==> src/rtl/line_option_feeder_if.sv <==
// line_option_feeder_if
//   Bundles the board-parser load port, the solver issue/response port, the
//   status flags and the debug view of the feeder FSM.
//
//   Handshake rules:
//     load_valid/load_ready : a token transfers on a rising edge where both
//                             are high; a token offered while the queue is
//                             full is dropped and flags overflow.
//     valid_op              : one-cycle strobe; option/is_index are valid
//                             only while it is high.
//     resp_valid            : one-cycle verdict for the last option issued;
//                             only consumed while the feeder is waiting.
//
//   Modports:
//     master : parser/solver side (drives load_*, resp_*, solved)
//     slave  : feeder side (drives load_ready, issue, status and debug)
interface line_option_feeder_if #(
    parameter int SIZE  = 3,
    parameter int DEPTH = 64
);
    logic                     load_valid;
    logic                     load_is_index;
    logic [SIZE-1:0]          load_data;
    logic                     load_done;
    logic                     load_ready;
    logic                     started;
    logic [SIZE-1:0]          option;
    logic                     valid_op;
    logic                     is_index;
    logic                     resp_valid;
    logic                     resp_keep;
    logic                     solved;
    logic                     done;
    logic                     overflow;
    logic                     stalled;
    logic [2:0]               dbg_state;
    logic [$clog2(DEPTH):0]   dbg_count;

    modport master (
        output load_valid, load_is_index, load_data, load_done,
        output resp_valid, resp_keep, solved,
        input  load_ready, started, option, valid_op, is_index,
        input  done, overflow, stalled, dbg_state, dbg_count
    );

    modport slave (
        input  load_valid, load_is_index, load_data, load_done,
        input  resp_valid, resp_keep, solved,
        output load_ready, started, option, valid_op, is_index,
        output done, overflow, stalled, dbg_state, dbg_count
    );
endinterface

==> src/rtl/line_option_feeder.sv <==
// line_option_feeder
//   Token queue that feeds a line solver. The board parser loads an initial
//   mix of line-index tokens and option tokens; the feeder then cycles the
//   queue: index tokens are issued and immediately recycled to the tail,
//   option tokens are issued and held until the solver says keep (recycle)
//   or drop (discard). Solving ends when the queue drains or on solved.
//
//   Ports:
//     clk  : rising-edge clock
//     rst  : asynchronous, active-high reset
//     bus  : line_option_feeder_if.slave (load, issue, response, status,
//            debug state/count)
//
//   Optional feature: FEEDER_STALL_DETECT_EN. When defined, issuing index
//   token 0 marks a pass boundary; a complete pass that dropped no option
//   sets stalled and ends solving at that boundary instead of issuing.
//
//   Parameters: SIZE (>=3) token width / board edge, DEPTH (power of two).
module line_option_feeder #(
    parameter int SIZE  = 3,
    parameter int DEPTH = 64
) (
    input  logic               clk,
    input  logic               rst,
    line_option_feeder_if.slave bus
);
    localparam int AW = $clog2(DEPTH);
    localparam int CW = AW + 1;
    localparam logic [CW-1:0] FULL = CW'(DEPTH);

    typedef enum logic [2:0] {
        S_LOAD  = 3'd0,
        S_START = 3'd1,
        S_ISSUE = 3'd2,
        S_WAIT  = 3'd3,
        S_DONE  = 3'd4
    } state_t;

    state_t          state_q, state_d;
    logic [AW-1:0]   rd_ptr_q, rd_ptr_d;
    logic [AW-1:0]   wr_ptr_q, wr_ptr_d;
    logic [CW-1:0]   count_q, count_d;
    logic [SIZE-1:0] option_q, option_d;
    logic            is_index_q, is_index_d;
    logic            valid_op_q, valid_op_d;
    logic            overflow_q, overflow_d;

    // Queue entry: {tag, data}, tag=1 marks a line index.
    logic [SIZE:0]   mem_q [DEPTH];
    logic            mem_we;
    logic [SIZE:0]   mem_wdata;
    logic [SIZE:0]   head;

    assign head = mem_q[rd_ptr_q];

`ifdef FEEDER_STALL_DETECT_EN
    logic seen_q, seen_d;         // first boundary has been passed
    logic dropped_q, dropped_d;   // an option was dropped in this pass
    logic stalled_q, stalled_d;
    logic boundary;

    assign boundary = head[SIZE] && (head[SIZE-1:0] == '0);
`endif

    always_comb begin
        state_d    = state_q;
        rd_ptr_d   = rd_ptr_q;
        wr_ptr_d   = wr_ptr_q;
        count_d    = count_q;
        option_d   = option_q;
        is_index_d = is_index_q;
        valid_op_d = 1'b0;
        overflow_d = overflow_q;
        mem_we     = 1'b0;
        mem_wdata  = head;
`ifdef FEEDER_STALL_DETECT_EN
        seen_d     = seen_q;
        dropped_d  = dropped_q;
        stalled_d  = stalled_q;
`endif
        case (state_q)
            S_LOAD: begin
                if (bus.load_valid) begin
                    if (count_q != FULL) begin
                        mem_we    = 1'b1;
                        mem_wdata = {bus.load_is_index, bus.load_data};
                        wr_ptr_d  = wr_ptr_q + 1'b1;
                        count_d   = count_q + 1'b1;
                    end else begin
                        overflow_d = 1'b1;
                    end
                end
                if (bus.load_done) begin
                    state_d = S_START;
                end
            end
            S_START: begin
                state_d = bus.solved ? S_DONE : S_ISSUE;
            end
            S_ISSUE: begin
                if (bus.solved || (count_q == '0)) begin
                    state_d = S_DONE;
`ifdef FEEDER_STALL_DETECT_EN
                end else if (boundary && seen_q && !dropped_q) begin
                    // A full pass changed nothing: further passes cannot either.
                    stalled_d = 1'b1;
                    state_d   = S_DONE;
`endif
                end else begin
                    option_d   = head[SIZE-1:0];
                    is_index_d = head[SIZE];
                    valid_op_d = 1'b1;
                    rd_ptr_d   = rd_ptr_q + 1'b1;
`ifdef FEEDER_STALL_DETECT_EN
                    if (boundary) begin
                        seen_d    = 1'b1;
                        dropped_d = 1'b0;
                    end
`endif
                    if (head[SIZE]) begin
                        // Index tokens recycle on the same edge: count unchanged.
                        mem_we    = 1'b1;
                        mem_wdata = head;
                        wr_ptr_d  = wr_ptr_q + 1'b1;
                    end else begin
                        count_d = count_q - 1'b1;
                        state_d = S_WAIT;
                    end
                end
            end
            S_WAIT: begin
                // solved wins over the verdict so the held option is lost.
                if (bus.solved) begin
                    state_d = S_DONE;
                end else if (bus.resp_valid) begin
                    if (bus.resp_keep) begin
                        // Room is guaranteed: this slot was freed by the pop.
                        mem_we    = 1'b1;
                        mem_wdata = {1'b0, option_q};
                        wr_ptr_d  = wr_ptr_q + 1'b1;
                        count_d   = count_q + 1'b1;
                    end
`ifdef FEEDER_STALL_DETECT_EN
                    else begin
                        dropped_d = 1'b1;
                    end
`endif
                    state_d = S_ISSUE;
                end
            end
            S_DONE: begin
                state_d = S_DONE;
            end
            default: begin
                state_d = S_LOAD;
            end
        endcase
    end

    always_ff @(posedge clk or posedge rst) begin
        if (rst) begin
            state_q    <= S_LOAD;
            rd_ptr_q   <= '0;
            wr_ptr_q   <= '0;
            count_q    <= '0;
            option_q   <= '0;
            is_index_q <= 1'b0;
            valid_op_q <= 1'b0;
            overflow_q <= 1'b0;
        end else begin
            state_q    <= state_d;
            rd_ptr_q   <= rd_ptr_d;
            wr_ptr_q   <= wr_ptr_d;
            count_q    <= count_d;
            option_q   <= option_d;
            is_index_q <= is_index_d;
            valid_op_q <= valid_op_d;
            overflow_q <= overflow_d;
        end
    end

    // Storage is not reset; pointers and count define what is valid.
    always_ff @(posedge clk) begin
        if (mem_we) begin
            mem_q[wr_ptr_q] <= mem_wdata;
        end
    end

`ifdef FEEDER_STALL_DETECT_EN
    always_ff @(posedge clk or posedge rst) begin
        if (rst) begin
            seen_q    <= 1'b0;
            dropped_q <= 1'b0;
            stalled_q <= 1'b0;
        end else begin
            seen_q    <= seen_d;
            dropped_q <= dropped_d;
            stalled_q <= stalled_d;
        end
    end

    assign bus.stalled = stalled_q;
`else
    assign bus.stalled = 1'b0;
`endif

    assign bus.load_ready = (state_q == S_LOAD) && (count_q != FULL);
    assign bus.started    = (state_q == S_START);
    assign bus.done       = (state_q == S_DONE);
    assign bus.option     = option_q;
    assign bus.is_index   = is_index_q;
    assign bus.valid_op   = valid_op_q;
    assign bus.overflow   = overflow_q;
    assign bus.dbg_state  = state_q;
    assign bus.dbg_count  = count_q;
endmodule
==> src/flat_wrapper.sv <==
// flat-port wrapper written by rule: the top's interface ports become plain ports
module line_option_feeder_flat 
#(
    parameter int SIZE  = 3,
    parameter int DEPTH = 64
)
  (clk, rst, bus_load_valid, bus_load_is_index, bus_load_data, bus_load_done, bus_resp_valid, bus_resp_keep, bus_solved, bus_load_ready, bus_started, bus_option, bus_valid_op, bus_is_index, bus_done, bus_overflow, bus_stalled, bus_dbg_state, bus_dbg_count);
  line_option_feeder_if #(.SIZE(SIZE), .DEPTH(DEPTH)) bus_i ();
  input  logic clk;
  input  logic rst;
  input wire logic [$bits(bus_i.load_valid)-1:0] bus_load_valid;
  input wire logic [$bits(bus_i.load_is_index)-1:0] bus_load_is_index;
  input wire logic [$bits(bus_i.load_data)-1:0] bus_load_data;
  input wire logic [$bits(bus_i.load_done)-1:0] bus_load_done;
  input wire logic [$bits(bus_i.resp_valid)-1:0] bus_resp_valid;
  input wire logic [$bits(bus_i.resp_keep)-1:0] bus_resp_keep;
  input wire logic [$bits(bus_i.solved)-1:0] bus_solved;
  output wire logic [$bits(bus_i.load_ready)-1:0] bus_load_ready;
  output wire logic [$bits(bus_i.started)-1:0] bus_started;
  output wire logic [$bits(bus_i.option)-1:0] bus_option;
  output wire logic [$bits(bus_i.valid_op)-1:0] bus_valid_op;
  output wire logic [$bits(bus_i.is_index)-1:0] bus_is_index;
  output wire logic [$bits(bus_i.done)-1:0] bus_done;
  output wire logic [$bits(bus_i.overflow)-1:0] bus_overflow;
  output wire logic [$bits(bus_i.stalled)-1:0] bus_stalled;
  output wire logic [$bits(bus_i.dbg_state)-1:0] bus_dbg_state;
  output wire logic [$bits(bus_i.dbg_count)-1:0] bus_dbg_count;
  assign bus_i.load_valid = bus_load_valid;
  assign bus_i.load_is_index = bus_load_is_index;
  assign bus_i.load_data = bus_load_data;
  assign bus_i.load_done = bus_load_done;
  assign bus_i.resp_valid = bus_resp_valid;
  assign bus_i.resp_keep = bus_resp_keep;
  assign bus_i.solved = bus_solved;
  assign bus_load_ready = bus_i.load_ready;
  assign bus_started = bus_i.started;
  assign bus_option = bus_i.option;
  assign bus_valid_op = bus_i.valid_op;
  assign bus_is_index = bus_i.is_index;
  assign bus_done = bus_i.done;
  assign bus_overflow = bus_i.overflow;
  assign bus_stalled = bus_i.stalled;
  assign bus_dbg_state = bus_i.dbg_state;
  assign bus_dbg_count = bus_i.dbg_count;
  line_option_feeder #(.SIZE(SIZE), .DEPTH(DEPTH)) u_core (.clk(clk), .rst(rst), .bus(bus_i));
endmodule
==> config.mk <==
export PLATFORM = sky130hd
export DESIGN_NAME = line_option_feeder_flat
export DESIGN_NICKNAME = d
export VERILOG_FILES = /design/src/rtl/line_option_feeder_if.sv /design/src/rtl/line_option_feeder.sv /design/src/flat_wrapper.sv
export SDC_FILE = /design/constraint.sdc
export NUM_CORES = 1
export LEC_CHECK = 0
export CORE_MARGIN = 2
export CORE_UTILIZATION = 45
export DETAILED_ROUTE_END_ITERATION = 16
export DONT_BUFFER_PORTS = 1
export PLACE_DENSITY = 0.64
export SKIP_CTS_REPAIR_TIMING = 1
export SLEW_MARGIN = 20
export SYNTH_ARGS = -nofsm -noshare
export SYNTH_HDL_FRONTEND = slang
export SYNTH_SLANG_ARGS = --single-unit
==> constraint.sdc <==
create_clock -name clk -period 4.3 [get_ports clk]
set_clock_uncertainty 0.1 [all_clocks]
set_input_delay 0.86 -clock clk [delete_from_list [all_inputs] [get_ports clk]]
set_output_delay 0.86 -clock clk [all_outputs]
set_load 0.03 [all_outputs]
Word level (Yosys, flattened, before mapping). Memory sizes are Yosys's and may differ from the RTL's. Cells that the tools add are included.

Register bits after elaboration: 28. Memory bits (writable): 256. Input port bits: 11. Output and inout bits: 20. Word-level logic and storage cells: 82. Memories kept: 1.

Add/sub/neg operators: 4. Eq/ne operators: 16. Multiplexer cells: 41. Bitwise gates (word level): 2. Reductions and logical operators: 10.

Memory list: u_core.mem_q (depth 64, bits a word 4, read ports 1, clocked after Yosys merged registers in 0, wr ports 1, line line_option_feeder.sv:49) `logic [SIZE:0] mem_q [DEPTH];`.

Operator list (count): $mux 7 (7); $mux 6 (7); $pmux 7 s3 (1); $mux 4 (5); $mux 3 (6); $pmux 6 s3 (1); $reduce_and 8->1 (2); $pmux 3 s5 (1); $ne 2x2->1 const B (7); $add 6x1->6 const B (2); $mux 1 (11); $pmux 4 s2 (1); $add 7x1->7 const B (1); $logic_not 7->1 (1); $ne 7x7->1 const B (1); $sub 7x1->7 const B (1); $eq 3x2->1 const B (2); $ne 3x3->1 const B (2); $reduce_and 3->1 (2); $ne 2x1->1 const B (2); $eq 3x1->1 const B (1); $eq 3x3->1 const B (1); $logic_not 3->1 (1); $pmux 1 s3 (1); other kinds (5) (6).

Longest topological paths before layout.
Depth in word-level cells: 6. Mapped depth: 11. Gate-level depth less buffers: 10.

Worst setup path after synthesis. Ideal clock, no wire load.

Path type: register to register. From: register u_core.rd_ptr_q[1]. To: memory u_core.mem_q[0][0] in the netlist's numbering, data pin. Setup time: 0.436 ns. Arrival time: 3.169 ns. Required time: 3.764 ns. Path slack: 0.596 ns. Cell stages (with the launch flop): 9. Path buffers: 3. Period minus slack after synthesis: 3.704 ns. Cell sequence: dfrtp_1 > buf_2 > buf_2 > clkbuf_1 > mux4_2 > mux4_2 > mux4_2 > a222oi_1 > inv_1.

Longest elaborated chain between the ends: 5. Elaborated cells between the ends (all ways): 7. Those cells by class: mux: 6; memory: 1.

RTL lines: from (decl) (line line_option_feeder.sv:40) `logic [AW-1:0] rd_ptr_q, rd_ptr_d;`; from (signal assigned) (line line_option_feeder.sv:172) `rd_ptr_q <= rd_ptr_d;`; $mem_v2 64x4 (*); $mux 4 (line line_option_feeder.sv:136) `if (bus.resp_keep) begin`; $mux 4 (line line_option_feeder.sv:135) `end else if (bus.resp_valid) begin`; $mux 4 (line line_option_feeder.sv:133) `if (bus.solved) begin`; $pmux 4 s2 (*) (line line_option_feeder.sv:81) `case (state_q)`; net u_core.mem_wdata[0] (line line_option_feeder.sv:51) `logic [SIZE:0] mem_wdata;`; to (decl) (line line_option_feeder.sv:49).

The timed path passes the listed nets; every way through them passes the cells marked *.

Worst setup path after layout.
From: register u_core.rd_ptr_q[0]. To: memory u_core.mem_q[30][2] in the netlist's numbering, data pin.

The elaborated chain is that of the path after synthesis.

==> results.cfg <==
[worst_setup_path]
critical_path.reg2reg.startpoint = u_core.rd_ptr_q[0]
cpMostUsedCell = sky130_fd_sc_hd__mux4_2
cp_slowest_cell = sky130_fd_sc_hd__mux4_2
path_max_fanout = 64
path_class = reg -> reg
cp-start-kind = flop
worstPathCellList = buf_12, mux4_2, mux4_2, mux4_2, a222oi_1, inv_1, buf_4
startpoint = u_core.rd_ptr_q[0]
worst_r2r_path_depth = 7
timing.critical_path.to_type = flop
timing.critical_path.to = u_core.mem_q[30][2]
critical_path_arrival_ns = 3.84
r2r_end = u_core.mem_q[30][2]
timing.critical_path.slowest_cell_delay_ns = 0.58
cp.required_ns = 4.39
regToRegSetupSlack_ns = 0.55

[final_layout]
final_common_cell = sky130_fd_sc_hd__edfxtp_1
drive_gt1_share_pct = 26.0
multiInputGateArea_um2 = 3100
mostFrequentLayoutCells = sky130_fd_sc_hd__edfxtp_1 (256), sky130_fd_sc_hd__nor2_1 (79), sky130_fd_sc_hd__mux4_2 (77)
finalNetCount = 694
synthToLayoutAreaGrowth_pct = 13.5
finalCoreUtilization_pct = 51.4
fillers = 2019
antenna-diode-count = 0
sequential_cell_area_um2 = 8390
instances_no_fill = 1031
layout.cell_area.non_filler_um2 = 13300

[floorplan]
io-pin-count = 31
core.rowCount = 59
vertical_die_dimension_um = 165
placeableCoreArea_um2 = 25800
floorplan.die_area_um2 = 27300
width_of_the_die_um = 165
start_util_pct = 45.3

[placement]
numPlacedInstances = 979
gp_congestion = 0.797
place_hpwl_um = 16100
pre_cts_slack_ns = 0.548
post_dp_cell_area_um2 = 12400
io_buffers = 0

[clock_network]
tritoncts_buffers = 29
cts_tree = done
cts.reportedPaths.clkPinSlew_ns = 0.06
clock_path_buffers = 3
cts.root.buffer_cell = sky130_fd_sc_hd__clkbuf_16
cts_num_sinks = 284
clock_tree.htree_level_count = 1
clock_insertion_delay_worst_skew_ns = 0.53

[drt]
route.vias.total = 5934
post-route-drc-count = 0
totalWireLength_um = 24100
drt_pre_antenna_iters = 6
initialDrtViolationCount = 694
wire_per_inst_um = 23.3
viasPerCell = 5.76
antenna_left = 0

[synthesis]
mappedNetlistNets = 645
seq_area_frac_synth_pct = 71.6
synth-async-reset-ratio_pct = 9.86
netlist.top_cell.by_area = sky130_fd_sc_hd__edfxtp_1
synth.lib_cells_used.distinct = 57
synth-edff-count = 256
post_synth_main_area_contributors = sky130_fd_sc_hd__edfxtp_1 (66%), sky130_fd_sc_hd__mux4_2 (15%), sky130_fd_sc_hd__dfrtp_1 (6.0%)
proportion_of_netlist_area_held_by_the_largest_area_contributor_pct = 65.6
synthesis.instances = 626
synth_area_um2 = 11700
synth_warnings = 0
avgSynthCellArea_um2 = 18.7
synth_flop_cell = sky130_fd_sc_hd__edfxtp_1
synth.ff_latch_count = 284

[sta]
setup_tns_ns = 0
hold_violations = 0
post-route-period-util_pct = 87.3
grt_setup_unrepaired = no
setup-violations-final = 0
max_slew_margin_pct = 53.0
final.min_clock_period_ns = 3.75
final.setup.worst_slack_ns = 0.547
worst-slew-pin-transition_ns = 0.705
timing.fmax_mhz = 266
final_count_of_pins_violating_max_slew = 0
hold-worst-slack_ns = 0.184

[status]
outcome = finished, final reports clean

[grt]
gr-total-overflow = 0
initial_antenna_violation_count = 0
grt_first_pass_wirelength_um = 36700
grt_start_max_net_pins = 65
via_count_of_the_first_global_routing_pass = 6204
global_router_s_overall_resource_usage_pct = 18.2

[flow_run]
maxCapViolCount = 0

[pwr]
design_power_total_mw = 9.96
peak_supply_drop_uv = 761
power_leakage_nw = 4.35
power_density_nw_per_um2 = 749

[min_path]
min-delay-path-class = in -> async
## routing by layer
metal / vias up / global-route usage, % / routed length [um]
met3: 45 / 2.90 / 1270
li1: 2593 / - / -
met4: 0 / 4.66 / 568
met2: 181 / 30.0 / 11800
met5: - / 0 / 0
met1: 3115 / 25.6 / 10400
## cell usage after synthesis (3+ instances only)
| master | number |
|---|---|
| sky130_fd_sc_hd__nand4_1 | 5 |
| sky130_fd_sc_hd__o21ai_1 | 4 |
| sky130_fd_sc_hd__clkbuf_1 | 16 |
| sky130_fd_sc_hd__buf_1 | 4 |
| sky130_fd_sc_hd__nand3b_1 | 4 |
| sky130_fd_sc_hd__mux4_2 | 77 |
| sky130_fd_sc_hd__mux2i_1 | 10 |
| sky130_fd_sc_hd__nor3_1 | 4 |
| sky130_fd_sc_hd__mux2_1 | 5 |
| sky130_fd_sc_hd__nor2b_1 | 7 |
| sky130_fd_sc_hd__mux2_2 | 5 |
| sky130_fd_sc_hd__ha_1 | 7 |
| sky130_fd_sc_hd__nor3b_1 | 3 |
| sky130_fd_sc_hd__nor2_1 | 79 |
| sky130_fd_sc_hd__inv_1 | 12 |
| sky130_fd_sc_hd__edfxtp_1 | 256 |
| sky130_fd_sc_hd__buf_2 | 6 |
| sky130_fd_sc_hd__dfrtp_1 | 28 |
| sky130_fd_sc_hd__buf_6 | 5 |
| sky130_fd_sc_hd__xnor2_1 | 13 |
| sky130_fd_sc_hd__inv_2 | 3 |
| sky130_fd_sc_hd__a222oi_1 | 3 |
| sky130_fd_sc_hd__nand4b_1 | 3 |
| sky130_fd_sc_hd__nand2_1 | 19 |
| sky130_fd_sc_hd__a21oi_1 | 6 |
## sequential cells by signal (all words and copies together), names as in the netlist
register              flops
u_core.bus.dbg_count      7
u_core.bus.dbg_state      3
u_core.bus.is_index       1
u_core.bus.option         3
u_core.bus.overflow       1
u_core.bus.valid_op       1
u_core.mem_q            256
u_core.rd_ptr_q           6
u_core.wr_ptr_q           6
## worst max-delay path, delay by kind of cell, from the launching register on
| kind | cells | cell delay [ns] |
|---|---|---|
| multiplexers | 3 | 1.67 |
| flip-flops | 1 | 0.54 |
| AO/OA/AOI/OAI | 1 | 0.34 |
| buffers and inverters | 3 | 0.69 |
## final cells by class
type	instances	share of cell area, %
multi-input cells	295	23.3
flip-flops and latches	284	63.1
well taps	335	3.15
inverters	15	0.424
clock buffers	34	5.60
repair buffers	50	3.20
clock inverters	18	1.17
## power by group
group	switching (mW)	leakage (nW)	internal (mW)	total (mW)
logic	1.95	1.25	1.28	3.22
registers	0.362	2.66	3.99	4.35
clock network	0.982	0.446	1.40	2.39
## worst min path at each step
stage	from	endpoint	slack [ns]	cells past startpoint
after global placement	u_core.rd_ptr_q[5]	u_core.rd_ptr_q[5]	0.41	1
final	rst	u_core.bus.dbg_count[6]	0.18	1
after CTS	bus_solved	u_core.bus.dbg_state[1]	0.32	1
after global routing	rst	u_core.bus.dbg_count[6]	0.22	1
after floorplan	u_core.rd_ptr_q[5]	u_core.rd_ptr_q[5]	0.37	1
after detailed placement	u_core.rd_ptr_q[5]	u_core.rd_ptr_q[5]	0.40	1
## cell families after synthesis
logic type,count (synthesis),synth area share [%]
flip-flops,284,71.6
AND/OR/NAND/NOR,138,5.48
multiplexers,97,16.6
buffers and inverters,47,1.92
AO/OA/AOI/OAI,37,2.34
XOR/XNOR,14,1.05
adder cells (fa/ha/maj),8,0.919
other,1,0.0320
(Power assumes the default switching activity.)
